`src/rtl/mul_arbiter.sv`:
```
// mul_arbiter: round-robin arbiter that shares one sequential multiplier between two requesters.
// Optional build macro MUL_ARBITER_ZERO_BYPASS_EN answers zero-operand requests without the multiplier.
module mul_arbiter #(
    parameter int NUM_BITS    = 4,
    parameter int MUL_LATENCY = 8
) (
    input  logic                  clk,
    input  logic                  rst,
    input  logic                  req0_valid,
    input  logic                  req1_valid,
    input  logic [NUM_BITS-1:0]   req0_a,
    input  logic [NUM_BITS-1:0]   req0_b,
    input  logic [NUM_BITS-1:0]   req1_a,
    input  logic [NUM_BITS-1:0]   req1_b,
    output logic                  req0_ready,
    output logic                  req1_ready,
    output logic                  rsp_valid,
    output logic                  rsp_id,
    output logic [2*NUM_BITS-1:0] rsp_product,
    output logic                  mul_rst,
    output logic                  mul_start,
    output logic [NUM_BITS-1:0]   mul_multiplier,
    output logic [NUM_BITS-1:0]   mul_multiplicand,
    input  logic [2*NUM_BITS-1:0] mul_product
);

    localparam logic [2:0] IDLE  = 3'd0;
    localparam logic [2:0] CLR   = 3'd1;
    localparam logic [2:0] START = 3'd2;
    localparam logic [2:0] WAIT  = 3'd3;
    localparam logic [2:0] DONE  = 3'd4;

    localparam logic [7:0] LAT_LOAD = MUL_LATENCY[7:0];

    logic [2:0]            state_q, state_d;
    logic                  ptr_q, ptr_d;
    logic                  id_q, id_d;
    logic [7:0]            cnt_q, cnt_d;
    logic [NUM_BITS-1:0]   a_q, a_d;
    logic [NUM_BITS-1:0]   b_q, b_d;
    logic [2*NUM_BITS-1:0] prod_q, prod_d;

    logic                  grant0, grant1;
    logic [NUM_BITS-1:0]   sel_a, sel_b;

    // Ready is gated by rst so no accept strobe can leak out while reset is held.
    always_comb begin
        grant0 = 1'b0;
        grant1 = 1'b0;
        if (state_q == IDLE && !rst) begin
            if (req0_valid && (!req1_valid || !ptr_q)) begin
                grant0 = 1'b1;
            end else if (req1_valid) begin
                grant1 = 1'b1;
            end
        end
    end

    assign sel_a = grant1 ? req1_a : req0_a;
    assign sel_b = grant1 ? req1_b : req0_b;

    always_comb begin
        state_d = state_q;
        ptr_d   = ptr_q;
        id_d    = id_q;
        cnt_d   = cnt_q;
        a_d     = a_q;
        b_d     = b_q;
        prod_d  = prod_q;
        case (state_q)
            IDLE: begin
                if (grant0 || grant1) begin
                    a_d  = sel_a;
                    b_d  = sel_b;
                    id_d = grant1;
`ifdef MUL_ARBITER_ZERO_BYPASS_EN
                    if (sel_a == '0 || sel_b == '0) begin
                        prod_d  = '0;
                        state_d = DONE;
                    end else begin
                        state_d = CLR;
                    end
`else
                    state_d = CLR;
`endif
                end
            end
            CLR: begin
                state_d = START;
            end
            START: begin
                cnt_d   = LAT_LOAD;
                state_d = WAIT;
            end
            WAIT: begin
                cnt_d = cnt_q - 8'd1;
                if (cnt_q == 8'd1) begin
                    prod_d  = mul_product;
                    state_d = DONE;
                end
            end
            DONE: begin
                ptr_d   = ~ptr_q;
                state_d = IDLE;
            end
            default: begin
                state_d = IDLE;
            end
        endcase
    end

    always_ff @(posedge clk or posedge rst) begin
        if (rst) begin
            state_q <= IDLE;
            ptr_q   <= 1'b0;
            id_q    <= 1'b0;
            cnt_q   <= 8'd0;
            a_q     <= '0;
            b_q     <= '0;
            prod_q  <= '0;
        end else begin
            state_q <= state_d;
            ptr_q   <= ptr_d;
            id_q    <= id_d;
            cnt_q   <= cnt_d;
            a_q     <= a_d;
            b_q     <= b_d;
            prod_q  <= prod_d;
        end
    end

    assign req0_ready       = grant0;
    assign req1_ready       = grant1;
    assign mul_rst          = (state_q == CLR);
    assign mul_start        = (state_q == START);
    assign rsp_valid        = (state_q == DONE);
    assign rsp_id           = id_q;
    assign rsp_product      = prod_q;
    assign mul_multiplier   = a_q;
    assign mul_multiplicand = b_q;

endmodule

```
`config.mk`:
```
export PLATFORM = sky130hd
export DESIGN_NAME = mul_arbiter
export DESIGN_NICKNAME = d
export VERILOG_FILES = /design/src/rtl/mul_arbiter.sv
export SDC_FILE = /design/constraint.sdc
export NUM_CORES = 1
export LEC_CHECK = 0
export ABC_AREA = 1
export CORE_MARGIN = 4
export CORE_UTILIZATION = 41
export CTS_CLUSTER_SIZE = 24
export DETAILED_ROUTE_END_ITERATION = 8
export PLACE_DENSITY = 0.81
export SETUP_SLACK_MARGIN = 0.05
export SLEW_MARGIN = 20
export SYNTH_ARGS = -nofsm -noshare
export SYNTH_HDL_FRONTEND = slang
export SYNTH_SLANG_ARGS = --single-unit
```
`constraint.sdc`:
```
create_clock -name clk -period 1.4 [get_ports clk]
set_input_delay 0.14 -clock clk [delete_from_list [all_inputs] [get_ports clk]]
set_output_delay 0.14 -clock clk [all_outputs]
set_load 0.005 [all_outputs]
```
==> metrics <==
DRC 0; Relative slew margins 75.92%; P per Cell Area 1898 mW/mm2; CTS Sinks 29; Yosys top cell area share 47.15%; most common cell after layout, fill and taps aside nand2_1; fin crit share 108.0%; Vias 1,575; Simple-Gate Fraction of Synth Area 30.65%; grt ovf 0; Post-Synth Adder-Cell Area 1.626%; Routed WL 4322 um; synth warn 0; Final HPWL DP 2767 um; vias in the first global route 1,632; crit path capture type flop; crit-path leading delay family simple AND/OR/NAND/NOR gates; layout cells sized above 1 28.83%; drt via density 4.817; fin worst setup slack -112.1 ps; CP Max Fanout 8; CP Cell Sequence nor2_4 > buf_6 > nand3_4 > buf_6 > buf_6 > a21oi_4 > nand3_1 > nand2_1; I/O pin total 50; RSZ-0062 raised after global routing true; Largest stage delay, worst path 410 ps; die height 69.27 um; Peak VDD IR 1.261 mV; DR pass1 iterations 4; Die ar. 0.004798 mm2; crit path DAT 1720 ps; largest family of logic cells by synthesized area simple AND/OR/NAND/NOR gates; Starting DRT DRC Count 94; Core Box Area 0.003468 mm2; Clk pin slew, worst setup/hold paths 70 ps; area leader, netlist dfrtp_1; Root Driver clkbuf_8; chip width 69.27 um; max frequency 0.6613 GHz; Worst Path Buf+Inv 3; largest net degree at the start of global routing 30; number of fill cells in the layout 239; global-route wire length before repair 7176 um; mux share of post-synthesis cell area 0%; Slew Viols, Final 0; port bufs 49; Setup CP Type reg2reg; violated checks setup timing; Lkg Pwr 1.263 nW; CTS H-tree lvls 2; Tmin final 1512 ps; Cell Rows 21; Setup-failing EPs final 15; Cells after Synth 196; number of diodes 0; GRT Util Overall 17.77%; Startpoint Class flop; Final Hold Fails 0; XOR/XNOR Fraction of Synth Area 0.5691%; Layout Nets 310; main area contributors after synthesis dfrtp_1 47%, nand2_1 14%, inv_1 8.8%, nand3_1 7.2%, o21ai_1 3.3%; total CTS buffers 5; Critical-path top delay cell dfrtp_1; worst-margin pin slew 361.3 ps; CTS tree built; Placer Congestion 0.8259; final core occ 72.62%; most frequent cells in the layout 54 x nand2_1, 44 x clkdlybuf4s50_1, 30 x inv_1, 29 x dfrtp_1, 24 x buf_4; Mean Syn Cell Area 7.852 um2; Clock Latency Late Sink 280 ps; Initial Util 44.37%; register area share after synthesis 47.15%; max_cap viols 0; post-detailed-route count of antenna-violating nets 0; initial antenna violation count 0; HP Class in2async; CP dominant cell by count buf_6; Final Power 4.780 mW; skew final 10.63 ps; run status complete, but fails checks; Syn-to-layout area delta 63.66%; post-DR wirelength/cell 13.22 um; complex-gate fraction of the synthesized area 8.374%; Synth Cell Area 0.001539 mm2; unique cell type count in the Yosys netlist 25; largest buffer count on any clock path 2; flops & latches, synth 29; WP data required 1610 ps; syn_nets 226
==> stage by stage <==
step	cells	instance area, um2	worst slack, ps	TNS [ps]	hold WS [ps]
2_1_floorplan	196	1543	68.30	0	65.50
3_3_place_gp	308	2211	-262.9	-1878	463.0
3_5_place_dp	308	2211	-274.9	-2282	464.3
4_1_cts	325	2461	-106.3	-1195	367.8
5_1_grt	327	2519	-182.7	-2515	382.9
6_report	327	2519	-112.1	-1120	349.1
==> power by group <==
part           leakage [nW]  internal (mW)  total (mW)  switching [mW]
clock                0.0439          0.342       0.673           0.330
sequential            0.354           1.20        1.43           0.233
combinational         0.866           1.33        2.68            1.35
total                  1.26           2.87        4.78            1.91
==> synth_stat cells, drive strengths merged <==
master and n:
clkinv 2, a21oi 2, o21ai 18, nand4 2
dfrtp 29, ha 2, nand2 62, nor3 1
nor2 12, a21o 1, xor2 1, nand3 23
buf 2, inv 37, o22ai 1, nand3b 1
==> timing repair <==
| item | 4_1_cts | 5_1_grt |
|---|---|---|
| cloned | 2 | 0 |
| pin swaps | 15 | 12 |
| setup buffers | 10 | 2 |
| setup endpoints to repair | 28 | 32 |
| hold buffers | 0 | 0 |
| hold endpoints to repair | 0 | 0 |
| gates resized for setup | 45 | 15 |
==> worst reg2reg max path, stage by stage, from the launching register on <==
cell	delay (ps)
dfrtp_1	410
nor2_4	130
buf_6	100
nand3_4	80
buf_6	150
buf_6	110
a21oi_4	270
nand3_1	120
nand2_1	80
==> sequential cells by signal, indices dropped and copies added, names as in the netlist <==
register	count
state_q	3
mul_multiplier	4
ptr_q	1
cnt_q	8
mul_multiplicand	4
rsp_product	8
rsp_id	1
==> metal layers <==
layer | wire length (um) | global-route usage, % | share of wire [%] | vias up
met3 | 214 | 4.493 | 5.0 | 6
met5 | 0 | 0 | 0 | -
li1 | - | - | - | 776
met2 | 2211 | 30.83 | 51 | 55
met4 | 35 | 3.688 | 0.81 | 0
met1 | 1861 | 22.28 | 43 | 738
==> worst paths after layout <==
check / startpoint / to / slack (ps) / cells past startpoint
min: rst / state_q[0] / 350 / 3
min reg2reg: mul_multiplier[1] / mul_multiplier[1] / 480 / 2
max in group asynchronous: rst / cnt_q[6] / 780 / 3
max: state_q[2] / mul_multiplicand[1] / -110 / 8
max reg2reg: state_q[2] / mul_multiplicand[1] / -110 / 8
min in group clk: mul_product[3] / rsp_product[3] / 400 / 3
==> layout make-up <==
| type | count | area (um2) | area share, % |
|---|---|---|---|
| multi-input combinational | 128 | 787.0 | 31.25 |
| clock buffer | 5 | 68.82 | 2.732 |
| clock inverter | 3 | 17.52 | 0.6955 |
| sequential | 29 | 725.7 | 28.81 |
| inverter | 39 | 167.7 | 6.657 |
| tap | 46 | 57.56 | 2.285 |
| timing repair buffer | 77 | 694.4 | 27.57 |
==> cell families after synthesis <==
kind of cell	after synthesis
xor+xnor	1
flops	29
fa+ha+maj	2
compound gates	22
simple gates	101
buf+inv	41
Note: power is estimated with default switching activity, not from simulation.
